### src/rtl/xcorr_pkg.sv
// Shared definitions for the cross-correlation sequencer and core:
// sequencer state encoding, lag-count constant and counter width helpers.
package xcorr_pkg;

  typedef enum logic [2:0] {
    IDLE   = 3'd0,
    ARM    = 3'd1,
    STREAM = 3'd2,
    WAIT   = 3'd3,
    DONE   = 3'd4
  } xc_state_e;

  localparam int unsigned MAX_LAG_DEF = 31;
  localparam int unsigned N_LAGS      = 2 * MAX_LAG_DEF + 1;

  // Width of a counter that must hold values 0..n-1 (at least one bit).
  function automatic int unsigned cnt_w(input int unsigned n);
    return (n < 2) ? 1 : $clog2(n);
  endfunction

  // Number of per-lag results produced for a given maximum lag.
  function automatic int unsigned n_lags(input int unsigned max_lag);
    return 2 * max_lag + 1;
  endfunction

endpackage

### src/rtl/xcorr_peak_track.sv
// Running maximum over the per-lag correlation results of one frame.
// The first result after a clear is always taken; later results replace the
// stored peak only when strictly greater (signed), so ties keep the earliest,
// i.e. most negative, lag.
module xcorr_peak_track #(
  parameter int ACC_W = 32,
  parameter int LAG_W = 6
) (
  input  logic                    clk,
  input  logic                    rst,
  input  logic                    clr,
  input  logic                    upd,
  input  logic signed [ACC_W-1:0] val,
  input  logic signed [LAG_W-1:0] idx,
  output logic signed [LAG_W-1:0] best_idx
);

  logic                    have_q, have_d;
  logic signed [ACC_W-1:0] peak_q, peak_d;
  logic signed [LAG_W-1:0] idx_q,  idx_d;

  // Clear at the start of a frame, otherwise take a new strictly-higher peak.
  always_comb begin
    have_d = have_q;
    peak_d = peak_q;
    idx_d  = idx_q;
    if (clr) begin
      have_d = 1'b0;
      peak_d = '0;
      idx_d  = '0;
    end else if (upd && (!have_q || (val > peak_q))) begin
      have_d = 1'b1;
      peak_d = val;
      idx_d  = idx;
    end
  end

  // Peak value, its lag index and the "seen a result" flag.
  always_ff @(posedge clk or posedge rst) begin
    if (rst) begin
      have_q <= 1'b0;
      peak_q <= '0;
      idx_q  <= '0;
    end else begin
      have_q <= have_d;
      peak_q <= peak_d;
      idx_q  <= idx_d;
    end
  end

  assign best_idx = idx_q;

endmodule

### src/rtl/xcorr_seq_ctrl.sv
// Sequencer for the cross-correlation core: arms the core, forwards one frame
// of sample pairs, tracks the peak over the returned per-lag results and
// publishes the winning lag.
// Optional feature macro: XCORR_SEQ_TIMEOUT_EN adds a watchdog on the
// result-collection phase and drives the sticky tmo flag.
module xcorr_seq_ctrl
  import xcorr_pkg::*;
#(
  parameter int W       = 16,
  parameter int N_SAMP  = 512,
  parameter int MAX_LAG = 31,
  parameter int ACC_W   = 32,
  parameter int LAG_W   = 6,
  parameter int TIMEOUT = 4096
) (
  input  logic                    clk,
  input  logic                    rst,
  input  logic                    en,
  input  logic                    smp_valid,
  input  logic signed [W-1:0]     smp_x,
  input  logic signed [W-1:0]     smp_y,
  output logic                    xc_start,
  output logic signed [W-1:0]     xc_x,
  output logic signed [W-1:0]     xc_y,
  output logic                    xc_vld,
  input  logic                    xc_complete,
  input  logic signed [ACC_W-1:0] xc_result,
  output logic                    lag_valid,
  output logic signed [LAG_W-1:0] lag_diff,
  output logic                    busy,
  output logic                    ovr,
  output logic                    tmo
);

  localparam int SCNT_W = cnt_w(N_SAMP);

  xc_state_e               state_q, state_d;
  logic [SCNT_W-1:0]       scnt_q, scnt_d;
  logic signed [LAG_W-1:0] lag_idx_q, lag_idx_d;
  logic signed [W-1:0]     xc_x_q, xc_x_d, xc_y_q, xc_y_d;
  logic                    xc_vld_q, xc_vld_d;
  logic                    lag_valid_q, lag_valid_d;
  logic signed [LAG_W-1:0] lag_diff_q, lag_diff_d;
  logic                    ovr_q, ovr_d;
  logic                    pk_clr, pk_upd;
  logic signed [LAG_W-1:0] pk_idx;

`ifdef XCORR_SEQ_TIMEOUT_EN
  localparam int WDOG_W = cnt_w(TIMEOUT);
  logic [WDOG_W-1:0]       wdog_q, wdog_d;
  logic                    tmo_q, tmo_d;
`else
  logic                    unused_timeout;
  assign unused_timeout = ^TIMEOUT;
`endif

  xcorr_peak_track #(
    .ACC_W (ACC_W),
    .LAG_W (LAG_W)
  ) u_peak (
    .clk      (clk),
    .rst      (rst),
    .clr      (pk_clr),
    .upd      (pk_upd),
    .val      (xc_result),
    .idx      (lag_idx_q),
    .best_idx (pk_idx)
  );

  // Next-state, datapath and sticky-flag logic; en low aborts any frame in flight.
  always_comb begin
    state_d     = state_q;
    scnt_d      = scnt_q;
    lag_idx_d   = lag_idx_q;
    xc_x_d      = '0;
    xc_y_d      = '0;
    xc_vld_d    = 1'b0;
    lag_valid_d = 1'b0;
    lag_diff_d  = lag_diff_q;
    ovr_d       = ovr_q;
    pk_clr      = 1'b0;
    pk_upd      = 1'b0;
`ifdef XCORR_SEQ_TIMEOUT_EN
    wdog_d      = wdog_q;
    tmo_d       = en ? tmo_q : 1'b0;
`endif

    if (!en) begin
      ovr_d = 1'b0;
    end else if (smp_valid && (state_q != STREAM)) begin
      ovr_d = 1'b1;
    end

    case (state_q)
      IDLE: begin
        if (en) state_d = ARM;
      end
      ARM: begin
        scnt_d    = '0;
        lag_idx_d = LAG_W'(-MAX_LAG);
        pk_clr    = 1'b1;
        state_d   = en ? STREAM : IDLE;
      end
      STREAM: begin
        if (!en) begin
          state_d = IDLE;
        end else if (smp_valid) begin
          xc_x_d   = smp_x;
          xc_y_d   = smp_y;
          xc_vld_d = 1'b1;
          scnt_d   = scnt_q + SCNT_W'(1);
          if (scnt_q == SCNT_W'(N_SAMP - 1)) begin
            state_d = WAIT;
`ifdef XCORR_SEQ_TIMEOUT_EN
            wdog_d  = '0;
`endif
          end
        end
      end
      WAIT: begin
        if (!en) begin
          state_d = IDLE;
        end else if (xc_complete) begin
          pk_upd    = 1'b1;
          lag_idx_d = lag_idx_q + LAG_W'(1);
`ifdef XCORR_SEQ_TIMEOUT_EN
          wdog_d    = '0;
`endif
          if (lag_idx_q == LAG_W'(MAX_LAG)) state_d = DONE;
        end
`ifdef XCORR_SEQ_TIMEOUT_EN
        else if (wdog_q == WDOG_W'(TIMEOUT - 1)) begin
          tmo_d   = 1'b1;
          state_d = IDLE;
        end else begin
          wdog_d = wdog_q + WDOG_W'(1);
        end
`endif
      end
      DONE: begin
        // Register the result and its strobe together so they line up.
        lag_diff_d  = pk_idx;
        lag_valid_d = 1'b1;
        state_d     = en ? ARM : IDLE;
      end
      default: state_d = IDLE;
    endcase
  end

  // State and output registers.
  always_ff @(posedge clk or posedge rst) begin
    if (rst) begin
      state_q     <= IDLE;
      scnt_q      <= '0;
      lag_idx_q   <= '0;
      xc_x_q      <= '0;
      xc_y_q      <= '0;
      xc_vld_q    <= 1'b0;
      lag_valid_q <= 1'b0;
      lag_diff_q  <= '0;
      ovr_q       <= 1'b0;
    end else begin
      state_q     <= state_d;
      scnt_q      <= scnt_d;
      lag_idx_q   <= lag_idx_d;
      xc_x_q      <= xc_x_d;
      xc_y_q      <= xc_y_d;
      xc_vld_q    <= xc_vld_d;
      lag_valid_q <= lag_valid_d;
      lag_diff_q  <= lag_diff_d;
      ovr_q       <= ovr_d;
    end
  end

`ifdef XCORR_SEQ_TIMEOUT_EN
  // Watchdog counter and sticky timeout flag.
  always_ff @(posedge clk or posedge rst) begin
    if (rst) begin
      wdog_q <= '0;
      tmo_q  <= 1'b0;
    end else begin
      wdog_q <= wdog_d;
      tmo_q  <= tmo_d;
    end
  end
  assign tmo = tmo_q;
`else
  assign tmo = 1'b0;
`endif

  assign xc_start  = (state_q == ARM);
  assign busy      = (state_q != IDLE);
  assign xc_x      = xc_x_q;
  assign xc_y      = xc_y_q;
  assign xc_vld    = xc_vld_q;
  assign lag_valid = lag_valid_q;
  assign lag_diff  = lag_diff_q;
  assign ovr       = ovr_q;

endmodule
### config.mk
export PLATFORM = sky130hd
export DESIGN_NAME = xcorr_seq_ctrl
export DESIGN_NICKNAME = d
export VERILOG_FILES = /design/src/rtl/xcorr_pkg.sv /design/src/rtl/xcorr_peak_track.sv /design/src/rtl/xcorr_seq_ctrl.sv
export SDC_FILE = /design/constraint.sdc
export NUM_CORES = 1
export LEC_CHECK = 0
export BUFFER_PORTS_ARGS = -buffer_cell sky130_fd_sc_hd__buf_2
export CORE_MARGIN = 2
export CORE_UTILIZATION = 40
export DETAILED_ROUTE_END_ITERATION = 8
export PLACE_DENSITY = 0.6
export REMOVE_ABC_BUFFERS = 1
export SYNTH_ARGS = -nofsm -noshare
export SYNTH_HDL_FRONTEND = slang
export SYNTH_SLANG_ARGS = --single-unit
### constraint.sdc
create_clock -name clk -period 3.1 [get_ports clk]
set_input_delay 0.31 -clock clk [delete_from_list [all_inputs] [get_ports clk]]
set_output_delay 0.31 -clock clk [all_outputs]
set_load 0.01 [all_outputs]
==> results by stage <==
Run status:
- The run finished, with violations left.
- The checks that failed: DRC.

Power and ir drop:
- The share of total power dissipated in the clock network is 0.383.
- The internal power component is 2.16 mW.
- Of the total power, combinational logic draws 0.136.
- Dividing total power by cell area gives a power density of 497 mW/mm^2.
- Across the VDD grid, the largest voltage drop is 307 uV.
- The static leakage power is 2.98 nW.
- In this run the power spent charging and discharging nets is 0.690 mW.
- The proportion of power drawn by flip-flops and latches is 0.481.
- Of the total power, the share spent switching nets is 0.242.

Floorplanning:
- The floorplan die height is 113 um.
- The floorplan has 39 rows.
- The floorplan step defined a core boundary enclosing 0.0115 sq mm.
- The number of ports placed on the die boundary is 113.
- The die covers 0.0127 sq mm.
- For this configuration, the core starts out at a cell density of 0.412.
- Measured along the x axis, the die boundary spans 113 um.

Route:
- In the routed design, unresolved DRC markers number 7.
- Dividing the detail-routed wire length by the instance count gives 13.1 um.
- The number of DRC violations after detailed-routing iteration 0 is 56.
- The count of nets left with antenna violations once routing finished came out at 0.
- Across all layers, the routed design uses 3,334 vias.
- Dividing the detail-routed via count by the number of cells gives 4.82.
- The first-pass iteration count of the detailed router is 6.
- The final wirelength is 9080 um.

Setup path:
- The cell type of the slowest stage on the worst timing path is sky130_fd_sc_hd__or3_1.
- The critical path is of the reg2reg type.
- The signal arrival time at the worst endpoint is 2.82 ns.
- The element type at the critical path start is a register.
- In this design, the stage delay of the slowest critical-path cell is 0.42 ns.
- The worst setup path is captured at a register.
- The startpoint of the worst setup timing path is u_peak.peak_q[14]$_DFFE_PP0P_.
- The endpoint required time on the critical path is 3.32 ns.
- The largest driver fanout on the critical path is 22.
- The number of buffers and inverters on the critical path is 2.
- Broken down by cell family, the worst path's largest delay share belongs to simple AND/OR/NAND/NOR gates.
- The source of the worst register-to-register timing path is u_peak.peak_q[14]$_DFFE_PP0P_.
- Walking the worst path, the cells encountered are inv_1, ha_1, nand4_1, or3_1, a21oi_1, or4b_1, nand3_1, nand3_2, buf_4, mux2_2.

Timing:
- Setup repair after global routing left no endpoint under its margin.
- Adding up every negative setup slack in the final design gives 0 ns.
- In the finished design, the share of the clock period the worst path needs comes to 0.838.
- For the pin with the worst max-slew slack, the measured transition is 0.981 ns.
- Clock skew on the completed layout was measured at 0.00582 ns.
- The highest clock frequency the design can meet is 385 MHz.
- The final number of max-transition violations was 0.
- The number of setup violations in the final report is 0.
- In the post-route analysis, the smallest setup slack over all paths is 0.501 ns.
- The count of endpoints failing hold in the final timing report was 0.
- Counting I/O delays and the setup requirement, the final critical path takes 2.60 ns.
- The normalized max-slew margin is 0.344.

Yosys:
- By area, the combinational part of the netlist is dominated by simple AND/OR/NAND/NOR gates.
- Yosys mapped a number of flops with a built-in enable equal to 0.
- During synthesis, Yosys emitted a total of 0 warnings.
- The synthesized area per cell is 10.9 sq um.
- The dominant register cell in the synthesized netlist is sky130_fd_sc_hd__dfrtp_1.
- The synthesized-area fraction occupied by ao, oa, aoi and oai cells is 0.0451.
- The commonest cells after synthesis are sky130_fd_sc_hd__dfrtp_1 (98), sky130_fd_sc_hd__nor2_1 (44), sky130_fd_sc_hd__inv_1 (41), sky130_fd_sc_hd__ha_1 (35), sky130_fd_sc_hd__and2_1 (32).
- The most common cell in the synthesized netlist is sky130_fd_sc_hd__dfrtp_1.
- The synthesized netlist contains 42 unique library cells.
- The number of synthesized register bits is 98.
- The post-synth design cell area is 0.00474 sq mm.
- Counting flops with an async set or reset pin after synthesis yields a share of 1.00.
- Sorting the synthesized cells by area gives the leading types as sky130_fd_sc_hd__dfrtp_1 (52%), sky130_fd_sc_hd__ha_1 (9.2%), sky130_fd_sc_hd__mux2_2 (5.7%).
- The simple-gate share of the synthesized area is 0.160.
- The most area-hungry cell type in the Yosys netlist is sky130_fd_sc_hd__dfrtp_1.
- The cell count after synthesis is 433.
- The share of synthesized area in the top cell type comes to 0.517.
- For this run, the register share of the synthesized area comes to 0.517.
- Of the total synthesized cell area, the portion taken by full adders, half adders and majority gates is 0.0924.
- Of the total synthesized cell area, the portion taken by XOR and XNOR cells is 0.0185.
- The share of cell area taken by muxes after synthesis is 0.113.

Clocking:
- The clock latency of the later-clocked register in the worst-skew pair is 0.34 ns.
- TritonCTS built the clock tree.
- The number of clock buffers inserted by TritonCTS is 9.
- The post-CTS resize count is 0.
- In this run the deepest clock path goes through 2 buffers.
- Counting every sink on the clock net gives 98.
- The cell chosen for the clock root is sky130_fd_sc_hd__clkbuf_16.
- The count of hold buffers inserted by post-cts repair is 0.
- The clock-pin slew reported for the worst setup and hold paths after clock tree synthesis is 0.07 ns.
- The H-tree depth is 3.
- Buffers added to address setup during post-CTS repair amount to 0.

Layout:
- The antenna diode count is 0.
- The number of nets in the layout is 648.
- The finished cells cover 0.00573 sq mm.
- For this run, the number of standard cells in the final layout without fillers is 691.
- The fraction of layout cells with a size suffix above 1 is 0.319.
- The layout has 1,079 filler cells.
- The signed area change from the synthesized netlist to the final layout is 20.8%.
- Measured on the finished design, the core utilization comes to 0.498.

Run:
- Across the run, the number of max-cap violations was 0.

Global route:
- The global-route wire length before repair is 15,800 um.
- The total overflow left after global routing is 0.
- The largest net degree at the start of global routing is 54.
- The number of global-route vias before repair is 3,481.
- The initial antenna violation count is 0.
- For this run, the total global-route usage over all layers was measured as 0.155.

Place:
- The number of I/O port buffers is 111.
- The area after detailed placement is 0.00544 sq mm.
- The final weighted congestion in routability-driven placement is 0.744.
- The minimum setup slack after placement is 0.453 ns.
- After legalization and detailed placement, the total HPWL measured 6600 um.
- The count of placed standard cells including taps is 676.

Worst hold path:
- The class of the worst hold path is in2async.
worst register-to-register path: cells and delay by family (launching register included):
kind                       cells  cell delay [ns]
muxes                          1             0.40
adders and majority gates      1             0.31
buffers and inverters          2             0.40
DFF                            1             0.34
AOI/OAI and AO/OA              1             0.13
and+or+nand+nor                5             0.90
cells by family (layout without fill, tap and decap cells):
group	count (synthesis)	after routing
buffers and inverters	59	174
flip-flops	98	98
AO/OA/AOI/OAI	37	37
other	1	1
multiplexers	44	44
AND/OR/NAND/NOR	149	149
XOR/XNOR	10	10
adder cells (fa/ha/maj)	35	35
routing by layer:
| metal | up-vias | wire length [um] | track usage |
|---|---|---|---|
| met5 | - | 0 | 0 |
| met2 | 99 | 4110 | 0.253 |
| met4 | 0 | 155 | 0.0634 |
| met3 | 13 | 773 | 0.0509 |
| li1 | 1657 | - | - |
| met1 | 1565 | 4040 | 0.190 |
cells in the final DEF, fill, tap and decap left out, types with 2 or more instances in the layout:
cell                          n
sky130_fd_sc_hd__dfrtp_1     98
sky130_fd_sc_hd__mux2_4      13
sky130_fd_sc_hd__nand2_1     26
sky130_fd_sc_hd__nand3_1     10
sky130_fd_sc_hd__xnor2_1      5
sky130_fd_sc_hd__inv_1       40
sky130_fd_sc_hd__mux2i_1      7
sky130_fd_sc_hd__or3_1        3
sky130_fd_sc_hd__a21o_1       2
sky130_fd_sc_hd__o21ai_0      5
sky130_fd_sc_hd__nor2_1      44
sky130_fd_sc_hd__clkbuf_16    9
sky130_fd_sc_hd__mux2_2      24
sky130_fd_sc_hd__clkbuf_1     2
sky130_fd_sc_hd__xor2_1       5
sky130_fd_sc_hd__nand4_1     13
sky130_fd_sc_hd__nor3_1       5
sky130_fd_sc_hd__nor2b_1      4
sky130_fd_sc_hd__a21oi_2      2
sky130_fd_sc_hd__a21oi_1     23
sky130_fd_sc_hd__buf_2      111
sky130_fd_sc_hd__and2_1      32
sky130_fd_sc_hd__and3_1       3
sky130_fd_sc_hd__buf_4        5
sky130_fd_sc_hd__clkinv_2     2
sky130_fd_sc_hd__ha_1        35
path summary, 6_finish.rpt:
path / endpoint / slack [ns] / depth (start not counted)
min in group clk: xc_y[1]$_DFF_PP0_ / 0.17 / 2
min: xc_x[13]$_DFF_PP0_ / 0.07 / 2
min reg2reg: lag_diff[1]$_DFFE_PP0P_ / 0.50 / 1
max in group asynchronous: u_peak.peak_q[3]$_DFFE_PP0P_ / 2.34 / 3
max: u_peak.peak_q[30]$_DFFE_PP0P_ / 0.50 / 10
max reg2reg: u_peak.peak_q[30]$_DFFE_PP0P_ / 0.50 / 10
final cells by class:
| class | count | area [sq um] | share of cell area |
|---|---|---|---|
| Sequential cell | 98 | 2450 | 0.428 |
| Clock inverter | 3 | 40.0 | 0.00699 |
| Multi-Input combinational cell | 276 | 2040 | 0.356 |
| Timing Repair Buffer | 117 | 613 | 0.107 |
| Inverter | 42 | 160 | 0.0280 |
| Clock buffer | 12 | 246 | 0.0430 |
| Tap cell | 143 | 179 | 0.0312 |
registers in the layout (all words and copies together) (netlist names):
register / count
lag_diff: 6
lag_idx_q: 6
lag_valid: 1
ovr: 1
scnt_q: 9
state_q: 3
u_peak.best_idx: 6
u_peak.have_q: 1
u_peak.peak_q: 32
xc_vld: 1
xc_x: 16
xc_y: 16
power groups by stage:
stage | Combinational (mW) | Clock [mW] | Sequential, mW
2_1_floorplan | 0.257 | 0 | 1.39
3_3_place_gp | 0.386 | 0 | 1.39
3_5_place_dp | 0.395 | 0 | 1.39
4_1_cts | 0.396 | 1.13 | 1.37
5_1_grt | 0.449 | 1.19 | 1.38
6_report | 0.388 | 1.09 | 1.37
metrics by stage:
step	hold slack [ns]	power, mW
after floorplan	0.432	1.65
after global placement	0.458	1.78
after detailed placement	0.466	1.79
after CTS	0.0938	2.89
after global routing	0.128	3.01
final	0.0685	2.85
(Power assumes the default switching activity.)
